**config.mk**
```make
export PLATFORM = sky130hd
export DESIGN_NAME = clock_divider_prog
export DESIGN_NICKNAME = d
export VERILOG_FILES = /design/src/rtl/clock_divider_prog.sv
export SDC_FILE = /design/constraint.sdc
export NUM_CORES = 1
export LEC_CHECK = 0
export CORE_MARGIN = 2
export CORE_UTILIZATION = 59
export CTS_CLUSTER_SIZE = 16
export DETAILED_ROUTE_END_ITERATION = 8
export DONT_BUFFER_PORTS = 1
export PLACE_DENSITY_LB_ADDON = 0.25
export REMOVE_ABC_BUFFERS = 1
export SKIP_LAST_GASP = 1
export SYNTH_ARGS = -nofsm -noshare
export SYNTH_HDL_FRONTEND = slang
export SYNTH_SLANG_ARGS = --single-unit
```
**constraint.sdc**
```tcl
create_clock -name clk_i -period 12.2 [get_ports clk_i]
set_input_delay 1.83 -clock clk_i [delete_from_list [all_inputs] [get_ports clk_i]]
set_output_delay 1.83 -clock clk_i [all_outputs]
set_load 0.01 [all_outputs]
```
**src/rtl/clock_divider_prog.sv**
```systemverilog
// Runtime-programmable tick generator: one-cycle tick_o and near-50% clk_o per divisor period.
// New divisors are held pending and only take effect at a period boundary or sync restart.
module clock_divider_prog #(
    parameter int          WIDTH       = 28,
    parameter int unsigned DIV_DEFAULT = 100000000
) (
    input  logic             clk_i,
    input  logic             reset,
    input  logic             en_i,
    input  logic             sync_i,
    input  logic [WIDTH-1:0] div_i,
    input  logic             div_load_i,
    output logic             div_ack_o,
    output logic             tick_o,
    output logic             clk_o
);

    localparam logic [WIDTH-1:0] DIV_RST = WIDTH'(DIV_DEFAULT);

    logic [WIDTH-1:0] r_cnt, r_div_cur, r_div_pend;
    logic             r_pend, r_tick, r_ack, r_clk;

    logic [WIDTH-1:0] w_load_val, w_new_val;
    logic [WIDTH-1:0] w_cnt_nxt, w_div_nxt, w_dpend_nxt;
    logic             w_have_new, w_wrap;
    logic             w_pend_nxt, w_tick_nxt, w_ack_nxt, w_clk_nxt;

    // Divisors below 2 cannot produce a distinct tick, so they are clamped.
    assign w_load_val = (div_i < WIDTH'(2)) ? WIDTH'(2) : div_i;
    // A load in the same cycle as the boundary beats an older pending value.
    assign w_new_val  = div_load_i ? w_load_val : r_div_pend;
    assign w_have_new = div_load_i | r_pend;
    assign w_wrap     = en_i & (r_cnt == (r_div_cur - WIDTH'(1)));

    always_comb begin
        w_cnt_nxt   = r_cnt;
        w_div_nxt   = r_div_cur;
        w_dpend_nxt = r_div_pend;
        w_pend_nxt  = r_pend;
        w_tick_nxt  = 1'b0;
        w_ack_nxt   = 1'b0;
        w_clk_nxt   = r_clk;

        if (div_load_i) begin
            w_dpend_nxt = w_load_val;
            w_pend_nxt  = 1'b1;
        end

        if (sync_i || w_wrap) begin
            w_cnt_nxt  = '0;
            w_tick_nxt = 1'b1;
            if (w_have_new) begin
                w_div_nxt  = w_new_val;
                w_pend_nxt = 1'b0;
                w_ack_nxt  = 1'b1;
            end
        end else if (en_i) begin
            w_cnt_nxt = r_cnt + WIDTH'(1);
        end

        // clk_o follows the post-update phase so it lines up with tick_o.
        if (sync_i)
            w_clk_nxt = 1'b1;
        else if (en_i)
            w_clk_nxt = (w_cnt_nxt < (w_div_nxt >> 1));
    end

    always_ff @(posedge clk_i or negedge reset) begin
        if (!reset) begin
            r_cnt      <= '0;
            r_div_cur  <= DIV_RST;
            r_div_pend <= '0;
            r_pend     <= 1'b0;
            r_tick     <= 1'b0;
            r_ack      <= 1'b0;
            r_clk      <= 1'b0;
        end else begin
            r_cnt      <= w_cnt_nxt;
            r_div_cur  <= w_div_nxt;
            r_div_pend <= w_dpend_nxt;
            r_pend     <= w_pend_nxt;
            r_tick     <= w_tick_nxt;
            r_ack      <= w_ack_nxt;
            r_clk      <= w_clk_nxt;
        end
    end

    assign tick_o    = r_tick;
    assign div_ack_o = r_ack;
    assign clk_o     = r_clk;

endmodule

```
=== After elaboration in Yosys (flattened, before gate mapping) ===
Cells that the tools add are included.

* Add/sub/neg operators: 2
* $lt $le $gt $ge: 2
* Equality and inequality tests: 1
* Mux-type cells: 14
* Bitwise logic cells: 2
* Reduce and logical (&&, ||, !) cells: 3

{| class="wikitable"
|+ Operators with widths
! operator !! count
|-
| 28-bit two-way mux || 6
|-
| 28-bit by 1-bit adder with 28-bit output, second input constant || 1
|-
| 28-bit == test || 1
|-
| 28-bit by 2-bit < comparator with 1-bit output, second input constant || 1
|-
| 28-bit by 27-bit < comparator with 1-bit output || 1
|-
| 28-bit by 1-bit subtractor with 28-bit output, second input constant || 1
|-
| 1-bit two-way mux || 8
|-
| 2-bit AND reduction || 1
|-
| 2-bit nonzero test || 1
|-
| 1-bit AND || 1
|-
| 1-bit logical OR || 1
|-
| 1-bit bitwise OR || 1
|}

* Bits in registers: 88
* Input bits: 33
* Output and inout port bits: 3
* Word-level logic and storage cells: 32

=== Logic depth before layout (Yosys ltp) ===
* Depth after elaboration: 8
* Depth in mapped cells: 21
* Depth with buffers taken out: 19

=== Worst setup path before layout ===
No wires, ideal clock.

* Path kind: input-to-reg
* Start point: input en_i
* End point: register r_clk, in the netlist clk_o
* Library setup time: 0.094 ns
* Arrival time: 5.105 ns
* Data required time: 12.106 ns
* Setup slack: 7.001 ns
* Stages: 20
* Cells stage by stage: clkbuf_1 -> inv_1 -> nor3_1 -> o2111ai_1 -> nor3_1 -> o211ai_2 -> o31ai_4 -> o21a_1 -> buf_6 -> buf_6 -> mux2i_1 -> ha_1 -> a21o_1 -> a21o_1 -> a21oi_1 -> nor2_1 -> or4_1 -> a21oi_1 -> a221oi_1 -> a211oi_1

* Word-level cells in the longest chain between the ends: 6

{| class="wikitable"
|+ RTL lines
! item !! RTL line !! text
|-
| start: declaration || 9 || <nowiki>input logic en_i,</nowiki>
|-
| 1-bit AND || 33 || <nowiki>assign w_wrap = en_i & (r_cnt == (r_div_cur - WIDTH'(1)));</nowiki>
|-
| 1-bit logical OR || 49 || <nowiki>if (sync_i || w_wrap) begin</nowiki>
|-
| 28-bit two-way mux || 49 ||
|-
| 28-bit by 27-bit < comparator with 1-bit output || 65 || <nowiki>w_clk_nxt = (w_cnt_nxt < (w_div_nxt >> 1));</nowiki>
|-
| 1-bit two-way mux || 64 || <nowiki>else if (en_i)</nowiki>
|-
| 1-bit two-way mux || 62 || <nowiki>if (sync_i)</nowiki>
|-
| end signal: assignment || 84 || <nowiki>r_clk <= w_clk_nxt;</nowiki>
|-
| end: declaration || 21 || <nowiki>logic r_pend, r_tick, r_ack, r_clk;</nowiki>
|}

Parallel ways exist; a longest one is shown, timed or not. The select of a mux whose other input is x is not followed.
A chain may end at the register's enable or synchronous reset.

=== Worst setup path in the final report ===
* Start point: register r_div_cur[0]
* End point: register r_clk, in the netlist clk_o

* Word-level cells in the longest chain between the ends: 8

{| class="wikitable"
|+ RTL lines
! item !! RTL line !! text
|-
| start: declaration || 20 || <nowiki>logic [WIDTH-1:0] r_cnt, r_div_cur, r_div_pend;</nowiki>
|-
| start signal: assignment || 79 || <nowiki>r_div_cur <= w_div_nxt;</nowiki>
|-
| 28-bit by 1-bit subtractor with 28-bit output * || 33 ||
|-
| 28-bit == test * || 33 ||
|-
| 1-bit AND * || 33 ||
|-
| 1-bit logical OR * || 49 ||
|-
| 28-bit two-way mux || 49 ||
|-
| 28-bit by 27-bit < comparator with 1-bit output * || 65 ||
|-
| 1-bit two-way mux * || 64 ||
|-
| 1-bit two-way mux * || 62 ||
|}

Mark *: on every way between the ends. The rest lies on a longest branch, timed or not. The select of a mux whose other input is x is not followed.

==> impl_metrics.tcl <==
set metrics [dict create \
    status "finished clean" \
    synth.most_common_cell "dfrtp_1" \
    dpl_cell_area_um2 5560 \
    cp_slowest_cell "buf_4" \
    hp-start "r_div_pend[2]$_DFF_PN0_" \
    multi_input_area_um2 3150 \
    worstPathRequired_ns 12.47 \
    fill_cells 745 \
    seq_area_um2 2220 \
    whs_ns 0.518 \
    report.final.slew_viol_count 0 \
    clk_pin_slew_ns 0.09 \
    maxSlewHeadroom_pct 50.8 \
    clk_latency_ns 0.37 \
    path_cells "inv_1 > ha_1 > nor4b_2 > nand3_1 > or4_1 > a22oi_1 > nand4_1 > o31ai_4 > o21a_2 > buf_4 > mux2i_1 > ha_1 > a21o_1 > a21o_1 > a21o_1 > a21oi_1 > nor2b_1 > o211ai_1 > a21oi_1 > a211oi_1" \
    yosysSeqAreaShare_pct 39.9 \
    critPathMaxFanout 48 \
    die_area_um2 10200 \
    post_cts_buffers 0 \
    firstDrtPassIters 4 \
    clockRootBuffer "clkbuf_8" \
    yosys_most_used_dff "dfrtp_1" \
    yosys_warnings 0 \
    placementRows 35 \
    placed_cells 617 \
    antenna_found_initial 0 \
    ios 36 \
    ir_drop_mv 0.0769 \
    core_area_um2 9200 \
    via_count 4014 \
    power.leakage_uw 0.00241 \
    max_freq_mhz 179 \
    grt_max_degree 89 \
    startpoint "r_div_cur[0]$_DFFE_PN0P_" \
    postSynthAreaPerCell_um2 10.5 \
    drive_above_1_share_pct 13.6 \
    wl_mm 12.6 \
    cts_max_level 3 \
    ys_seq_elements 88 \
    num_antenna_cells 0 \
    dpl_worst_slack_ns 6.50 \
    die_x_um 101 \
    clockBufferDepth 2 \
    grt_pass1_vias 4078 \
    critPathLaunchType "register" \
    cpMostUsedCell "a21o_1" \
    period_share_pct 45.7 \
    yosys-top-cells-area "dfrtp_1, mux2_2, ha_1, dfstp_2, mux2i_1" \
    numClockSinks 88 \
    die_y_um 101 \
    period_needed_ns 5.58 \
    drc 0 \
    place_hpwl_mm 9.45 \
    r2r-start "r_div_cur[0]$_DFFE_PN0P_" \
    design_area_um2 5760 \
    synth_top_area_share_pct 34.2 \
    rsz0062_at_grt "no" \
    crit_type "reg2reg" \
    io_buffers 0 \
    worstMarginPinSlew_ns 0.738 \
    finalHoldViolations 0 \
    end_kind "register" \
    cts_resized 0 \
    worst_slack_ns 6.62 \
    synth_area_leader_cell "dfrtp_1" \
    cpPeakStageDelay_ns 0.64 \
    synth_edf_count 0 \
    async_reset_ff_share_pct 100 \
    syn_inst 530 \
    drt-initial-drc-count 235 \
    cap_violations 0 \
    powerDensity_nw_per_um2 124 \
    place_congestion 0.907 \
    stdcell_count 633 \
    wire_per_inst_um 20.0 \
    grt.overflow.total 0 \
    cts_tree "built" \
    setup_viol 0 \
    synth_cell_types 52 \
    fin_tns_setup_ns 0 \
    track_usage_pct 26.5 \
    arrival_ns 5.85 \
    cts-buffers-inserted 9 \
    synthToLayoutAreaGrowth_pct 3.55 \
    via_per_inst 6.34 \
    mappedNetlistArea_um2 5560 \
    initial_utilization_pct 60.5 \
    drtAntennaViolNets 0 \
    holdBufCountCts 0 \
    grt_pass1_wl_mm 20.7 \
    hp-class "reg2reg" \
    clock_skew_ns 0.0155 \
    fin_nets 578 \
    ys_top_cells_by_count "dfrtp_1, nor2_1, mux2_2, xnor2_1, mux2i_1" \
]
-- where the power goes --
part / leakage, uW / switching, uW / internal [uW]
clock: 0.0000928 / 104 / 101
combinational: 0.00124 / 71.0 / 68.8
sequential: 0.00108 / 43.6 / 327
total: 0.00241 / 219 / 496
-- metrics by stage --
step | utilization [%] | power [uW]
final | 62.6 | 715
after global routing | 62.6 | 751
after global placement | 60.5 | 509
after floorplan | - | 473
after CTS | 62.6 | 720
after detailed placement | 60.5 | 514
-- cell families after synthesis --
logic type | count (synthesis) | share of synthesized area [%]
adder cells (fa/ha/maj) | 28 | 6.30
buffers and inverters | 36 | 3.49
AND/OR/NAND/NOR | 169 | 16.1
multiplexers | 86 | 16.7
XOR/XNOR | 61 | 9.61
AO/OA/AOI/OAI | 62 | 7.92
flip-flops | 88 | 39.9
-- cell type report --
type                            count  share of cell area [%]
Clock buffer                       12                    2.52
Clock inverter                      4                   0.934
Tap cell                          111                    2.41
Sequential cell                    88                    38.5
Multi-Input combinational cell    406                    54.7
Timing Repair Buffer                2                   0.261
Inverter                           10                   0.652
-- critical path: cells and delay by family (launching register included) --
kind,cells,cell delay [ns]
and+or+nand+nor,5,1.56
adders and majority gates,2,0.48
AOI/OAI and AO/OA,10,1.94
muxes,1,0.26
buffers and inverters,2,0.73
DFF,1,0.48
-- registers in the layout, summed over array words and instances, names as in the netlist --
register	flops
div_ack_o	1
r_div_cur	28
clk_o	1
r_pend	1
r_div_pend	28
tick_o	1
r_cnt	28
-- cell usage in the layout (no fill, tap or decap), types with 4 or more instances in the layout --
master	netlist	final
a21o_1	11	11
a21oi_1	14	14
and3_1	7	7
clkbuf_8	0	10
dfrtp_1	76	76
dfstp_2	12	12
ha_1	28	28
inv_1	10	10
mux2_1	23	23
mux2_2	33	33
mux2i_1	30	30
nand2_1	17	17
nand3_1	18	18
nand4_1	22	22
nor2_1	47	47
nor3_1	17	17
nor4_1	13	13
o21ai_0	9	9
o31ai_1	4	4
or3_1	6	6
or4_1	7	7
xnor2_1	32	32
xor2_1	29	29
-- final timing paths --
check / depth (start not counted) / to / slack [ns]
hold / removal: 1 / r_div_pend[2]$_DFF_PN0_ / 0.52
setup reg to reg: 20 / clk_o$_DFFE_PN0P_ / 6.62
min in group asynchronous: 0 / div_ack_o$_DFF_PN0_ / 1.16
max in group asynchronous: 0 / r_div_cur[8]$_DFF_PN1_ / 10.82
setup / recovery: 20 / clk_o$_DFFE_PN0P_ / 6.62
hold reg to reg: 1 / r_div_pend[2]$_DFF_PN0_ / 0.52
-- routing by layer --
| metal | up-vias | part of all wire, % | GRT usage [%] |
|---|---|---|---|
| met5 | - | 0 | 0 |
| met4 | 0 | 2.4 | 9.98 |
| met3 | 21 | 5.5 | 3.47 |
| met2 | 106 | 47 | 42.6 |
| met1 | 1980 | 45 | 36.7 |
| li1 | 1907 | - | - |
No activity file was read; power rests on OpenSTA's default activity.
